## config.mk

```make
export PLATFORM = sky130hd
export DESIGN_NAME = hazard_ctrl
export DESIGN_NICKNAME = d
export VERILOG_FILES = /design/src/rtl/hazard_ctrl.sv
export SDC_FILE = /design/constraint.sdc
export NUM_CORES = 1
export LEC_CHECK = 0
export CAP_MARGIN = 20
export CORE_ASPECT_RATIO = 0.75
export CORE_MARGIN = 2
export CORE_UTILIZATION = 53
export CTS_CLUSTER_DIAMETER = 80
export DETAILED_ROUTE_END_ITERATION = 16
export PLACE_DENSITY_LB_ADDON = 0.08
export SLEW_MARGIN = 25
export SYNTH_ARGS = -nofsm -noshare
export SYNTH_HDL_FRONTEND = slang
export SYNTH_SLANG_ARGS = --single-unit
```

## constraint.sdc

```tcl
create_clock -name clk -period 5.7 [get_ports clk]
set_input_delay 1.425 -clock clk [delete_from_list [all_inputs] [get_ports clk]]
set_output_delay 1.425 -clock clk [all_outputs]
set_load 0.05 [all_outputs]
```

## src/rtl/hazard_ctrl.sv

```systemverilog
// Issue-stage hazard controller: shift-register scoreboard of in-flight destinations, stall and stall statistics.
// Define HAZARD_CTRL_FWD_EN to resolve non-load-use dependences by forwarding instead of stalling.
module hazard_ctrl #(
  parameter int  REG_W    = 6,
  parameter int  DEPTH    = 3,
  parameter int  ZERO_REG = 0,
  parameter int  CNT_W    = 16,
  localparam int SEL_W    = $clog2(DEPTH + 1)
) (
  input  logic             clk,
  input  logic             reset,
  input  logic             in_valid,
  input  logic [REG_W-1:0] rs1,
  input  logic [REG_W-1:0] rs2,
  input  logic             rs1_used,
  input  logic             rs2_used,
  input  logic [REG_W-1:0] rd,
  input  logic             rd_we,
  input  logic             is_load,
  input  logic             flush,
  input  logic             hold,
  output logic             stall,
  output logic [SEL_W-1:0] fwd_rs1_sel,
  output logic [SEL_W-1:0] fwd_rs2_sel,
  output logic [CNT_W-1:0] stall_cycles
);
  localparam logic [REG_W-1:0] ZR = REG_W'(ZERO_REG);

  logic [DEPTH-1:0] r_v;
  logic [DEPTH-1:0] r_ld;
  logic [REG_W-1:0] r_rd [DEPTH];
  logic [CNT_W-1:0] r_cnt;
  logic [DEPTH-1:0] w_m1;
  logic [DEPTH-1:0] w_m2;
  logic             w_hazard;
  logic             w_ins_v;
  logic             w_unused_ld;

  function automatic logic [CNT_W-1:0] sat_inc(input logic [CNT_W-1:0] c);
    return (&c) ? c : c + CNT_W'(1);
  endfunction

  always_comb begin
    for (int i = 0; i < DEPTH; i++) begin
      w_m1[i] = rs1_used && r_v[i] && (r_rd[i] == rs1) && (rs1 != ZR);
      w_m2[i] = rs2_used && r_v[i] && (r_rd[i] == rs2) && (rs2 != ZR);
    end
  end

`ifdef HAZARD_CTRL_FWD_EN
  // Only a load in e[0] has no result yet; everything else is forwarded from the youngest match.
  assign w_hazard = in_valid && r_ld[0] && (w_m1[0] || w_m2[0]);

  always_comb begin
    fwd_rs1_sel = '0;
    fwd_rs2_sel = '0;
    for (int i = DEPTH - 1; i >= 0; i--) begin
      if (w_m1[i]) fwd_rs1_sel = SEL_W'(i + 1);
      if (w_m2[i]) fwd_rs2_sel = SEL_W'(i + 1);
    end
    if (w_m1[0] && r_ld[0]) fwd_rs1_sel = '0;
    if (w_m2[0] && r_ld[0]) fwd_rs2_sel = '0;
    if (!in_valid || flush) begin
      fwd_rs1_sel = '0;
      fwd_rs2_sel = '0;
    end
  end
`else
  assign w_hazard    = in_valid && ((|w_m1) || (|w_m2));
  assign fwd_rs1_sel = '0;
  assign fwd_rs2_sel = '0;
`endif

  assign w_unused_ld  = ^r_ld;
  assign stall        = !flush && (hold || w_hazard);
  assign w_ins_v      = in_valid && rd_we && (rd != ZR) && !w_hazard;
  assign stall_cycles = r_cnt;

  always_ff @(posedge clk or negedge reset) begin
    if (!reset) begin
      r_v   <= '0;
      r_cnt <= '0;
    end else begin
      if (stall) r_cnt <= sat_inc(r_cnt);
      if (flush) r_v <= '0;
      else if (!hold) r_v <= (r_v << 1) | DEPTH'(w_ins_v);
    end
  end

  // Entry payload needs no reset: it is only ever qualified by r_v.
  always_ff @(posedge clk) begin
    if (!flush && !hold) begin
      r_rd[0] <= rd;
      r_ld    <= (r_ld << 1) | DEPTH'(is_load);
      for (int i = 1; i < DEPTH; i++) r_rd[i] <= r_rd[i-1];
    end
  end
endmodule

```

; After elaboration in Yosys (flattened, before gate mapping)
; Memories as Yosys holds them, arrays and structs flattened.
; Cells that the tools add are included.
; W data, S select, Z words.
[totals]
register_bits = 19
ramBits = 18
mem_count = 1
inputBits = 27
[mem_list]
columns = memory, words, width, read_ports, rd_clocked_by_memory_dff, write_ports, line_no
row1 = r_rd, 3, 6, 3, 0, 3, 31  ; logic [REG_W-1:0] r_rd [DEPTH];
[classes]
addsub = 1
n_mux = 4
bitwise_logic = 2
n_reduce_logical = 36
n_eq_ne = 7
[op_table]
columns = operator, n
row1 = $eq A6 B6 Y1, 6
row2 = $logic_and A1 B1 Y1, 24
row3 = $reduce_bool A6 Y1, 3
row4 = $add A16 B1 Y16 const B, 1
row5 = $reduce_and A16 Y1, 1
row6 = $mux W3, 2
row7 = $reduce_or A3 Y1, 2
row8 = $logic_not A1 Y1, 3
row9 = $or A3 B1 Y3, 1
row10 = $logic_or A1 B1 Y1, 2
row11 = $mux W1, 2
row12 = $ne A2 B2 Y1 const B, 1
row13 = $reduce_and A2 Y1, 1
row14 = $not A1 Y1, 1

; Depth between registers and ports, before layout
; An unclocked memory read counts as a cell.
[depth]
ltp_word = 12
depth_mapped = 9
mapped_depth_nobuf = 8

; Worst setup path after synthesis
; OpenSTA, ideal clock, no wires.
[synth_path]
path_type = input to output
startpoint = input rs1[2]
endpoint = output stall
cell_stages = 5
arrival_ns = 2.735
t_required_ns = 4.275
slack_ns = 1.540
cell_sequence = or4_1 nor3_2 nor3b_1 a311o_2 buf_6
[synth_between]
elab_chain_cells = 8
word_cells_on_any_way = 15
[synth_rtl]
columns = element, line_no
row1 = from (decl), 13  ; input logic [REG_W-1:0] rs1,
row2 = $eq A6 B6 Y1, 45  ; w_m1[i] = rs1_used && r_v[i] && (r_rd[i] == rs1) && (rs1 != ZR);
row3 = $logic_and A1 B1 Y1 (2 in a row), 45
row4 = $reduce_or A3 Y1 (*), 69  ; assign w_hazard = in_valid && ((|w_m1) || (|w_m2));
row5 = $logic_or A1 B1 Y1 (*), 69
row6 = $logic_and A1 B1 Y1 (*), 69
row7 = $logic_or A1 B1 Y1 (*), 75  ; assign stall = !flush && (hold || w_hazard);
row8 = $logic_and A1 B1 Y1 (*), 75
row9 = to (decl), 22  ; output logic stall,
; Mark *: on every way between the ends. The rest lies on a longest branch, timed or not.

; Worst setup path in the final report
[layout_path]
startpoint = input rs1[1]
endpoint = output stall
; The elaborated chain is that of the path after synthesis.

==> results by group <==
Outcome
  • Status: complete, no violations

Finish
  • Multi-input logic area: 942 sq um
  • Layout Nets: 247
  • Final non-filler cell total: 272
  • Share of cells above drive strength 1: 9.09%
  • Fillers: 280
  • Ant. Diodes: 0
  • Sequential cell area: 1020 sq um
  • Area Growth Syn to Fin: 28.3%
  • Fin util: 70.2%

Floorplan
  • DIE WIDTH: 74.8 microns
  • Die area: 4270 sq um
  • Std-Cell Rows: 19
  • Starting Density: 54.8%
  • Core area: 3640 sq um
  • Chip height: 57.1 microns
  • IO Count: 48

STA
  • Least-Margin Pin Slew: 0.859 ns
  • Min Tclk post-route: 5.21 ns
  • Worst Skew: 0.00376 ns
  • RSZ-0062 raised after global routing: no
  • Fin crit share: 91.4%
  • Final hold violations: 0
  • Setup TNS: 0 ns
  • Final-report max-slew violation count: 0
  • Fmax: 192 MHz
  • Slew Limit Headroom: 42.6%
  • Setup Viol. Count Final: 0

Clock network
  • CTS H-tree lvls: 2
  • Clock Path Buffers: 2
  • Hold_buf cts: 0
  • Later-pin clock latency in the skew report: 0.28 ns
  • Cts bufs inserted: 5
  • Total clock sinks: 37
  • Worst-path clk slew: 0.07 ns
  • CTS resizes: 0
  • Clock Root Buffer: clkbuf_8
  • Post-CTS setup buffers: 0
  • CTS tree: yes

Synth
  • Ys Warns: 0
  • Yosys cell types: 34
  • Post-Synth XOR/XNOR Area: 21.5%
  • Seq cells post-synth: 37
  • Largest family of logic cells by synthesized area: XOR/XNOR gates
  • Area share of the largest cell type after synthesis: 27.1%
  • Synth top area cells: edfxtp_1, dfrtp_1, xnor2_1
  • Synth Area in Simple Gates: 19.3%
  • EDFF count, synth: 18
  • Post-Synth Adder-Cell Area: 0.628%
  • Primary flip-flop cell chosen by synthesis mapping: dfrtp_1
  • Multiplexer share of the synthesized area: 2.14%
  • Seq/Total Area, Yosys: 51.0%
  • Gate Count Post-Synth: 171
  • Most common cell in the netlist: xnor2_1
  • Compound-cell area share of the yosys netlist: 2.95%
  • Ys async rst share: 51.4%
  • Post-synthesis average cell area: 11.6 sq um
  • Post-synth top area cell: edfxtp_1
  • Post-synth top cells: xnor2_1, xor2_1, dfrtp_1
  • Cell Area, Synth: 1990 sq um

Power
  • Static Leak: 0.940 nW
  • VDD IR-drop max: 0.330 mV
  • Switch share: 33.4%
  • Internal power: 0.000504 W
  • Pwr/cell area: 297 nW/um^2
  • Clock share of power: 26.5%
  • Combinational share of power: 28.2%
  • Switching power: 0.000253 W
  • Sequential share of power: 45.3%

Setup path
  • Crit path max fanout: 12
  • Critical Path RT: 4.28 ns
  • Startpoint Class: primary input
  • Crit end category: output pin
  • Reg-to-reg slack, setup: 3.23 ns
  • Worst r2r path cells: 8
  • Worst flop-to-flop path startpoint: r_rd[0][7]$_DFFE_PP_
  • Arr. time, crit path: 3.79 ns
  • WS Path Type: in2out
  • Reg2reg end: stall_cycles[14]$_DFFE_PN0P_

Drt
  • Number of DRC markers in iteration 0: 101
  • Vias: 1481
  • Post-route ant nets: 0
  • DRC: 0
  • DRT Pass-1 Iters: 4
  • DR vias/cell: 5.44
  • Routed WL per cell: 15.8 microns
  • Post-detailed-routing wire length: 4.29 mm

Job
  • Max_cap viols: 0

Global route
  • Vias in the first global route: 1414
  • Gr usage total: 22.5%
  • First-pass GRT wire length: 6.89 mm
  • Global route overflow: 0
  • Pin count of the biggest net entering global routing: 20
  • Initial antenna violation count: 0

Placed design
  • Placed cell count: 264
  • IO Port Bufs: 42
  • Placer congestion estimate: 0.943
  • Post-DP HPWL: 3.42 mm

Hold path
  • Worst Hold Class: reg2reg
  • Hold Startpoint: stall_cycles[9]$_DFFE_PN0P_
  • Worst Hold Depth: 1
  • Worst Hold Path EP: stall_cycles[9]$_DFFE_PN0P_
state kept, by name, indices dropped and copies added (netlist names):
register and cells:
r_rd 18, stall_cycles 16, r_v 3
worst max path at each step:
| stage | start | end | slack (ns) | cells after the start |
|---|---|---|---|---|
| 2_1_floorplan | rs1[2] | stall | 1.54 | 5 |
| 3_3_place_gp | rs1[1] | stall | 0.64 | 8 |
| 3_5_place_dp | rs1[1] | stall | 0.53 | 8 |
| 4_1_cts | rs1[1] | stall | 0.51 | 8 |
| 5_1_grt | rs1[1] | stall | 0.39 | 8 |
| 6_report | rs1[1] | stall | 0.49 | 8 |
area by class of cell:
cell class | count | share of cell area [%]
sequential | 37 | 39.8
multi-input combinational | 131 | 36.9
timing repair buffer | 43 | 16.7
clock buffer | 7 | 3.82
tap | 52 | 2.55
clock inverter | 1 | 0.196
inverter | 1 | 0.147
per-layer routing:
layer  GRT usage [%]  up-vias  wire length [microns]
met5               0        -                      0
li1                -      706                      -
met4            7.40        0                     38
met1            33.1      719                   2160
met3            6.89        4                    222
met2            32.0       52                   1880
through the flow:
step | setup WS (ns) | instance area, sq um | hold slack (ns) | power (W)
final | 0.489 | 2550 | 0.511 | 0.000758
after global routing | 0.394 | 2550 | 0.534 | 0.000792
after CTS | 0.514 | 2550 | 0.507 | 0.000764
after detailed placement | 0.528 | 2450 | 0.494 | 0.000561
after global placement | 0.643 | 2450 | 0.479 | 0.000556
after floorplan | 1.54 | 2000 | 0.491 | 0.000477
layout by cell type, fill, tap and decap left out, types with 2 or more instances in the layout:
cell,count
buf_4,2
clkbuf_8,5
clkdlybuf4s50_1,41
conb_1,4
dfrtp_1,19
edfxtp_1,18
mux2_2,2
mux2i_1,2
nand2_1,14
nand2b_1,2
nand3_1,7
nand4_1,11
nor2_1,9
nor2b_1,2
nor3_1,4
nor4_1,8
nor4_2,2
xnor2_1,27
xor2_1,22
power groups by stage:
stage / clock network [W] / registers (W) / logic (W)
2_1_floorplan: 0 / 0.000409 / 0.0000673
3_3_place_gp: 0 / 0.000344 / 0.000212
3_5_place_dp: 0 / 0.000347 / 0.000213
4_1_cts: 0.000206 / 0.000343 / 0.000215
5_1_grt: 0.000218 / 0.000348 / 0.000226
6_report: 0.000201 / 0.000343 / 0.000214
worst max-delay path: stages:
cell	delay, ns
clkdlybuf4s50_1	0.55
xor2_1	0.22
nor4_1	0.47
nand4_1	0.14
and3_1	0.21
nor3b_1	0.21
a311o_2	0.31
buf_4	0.25
kinds of logic after synthesis:
family / Yosys count
and+or+nand+nor: 67
muxes: 4
adders and majority gates: 1
buffers and inverters: 6
DFF: 37
AOI/OAI and AO/OA: 6
other: 1
xor gates and xnor gates: 49
(Power assumes the default switching activity.)
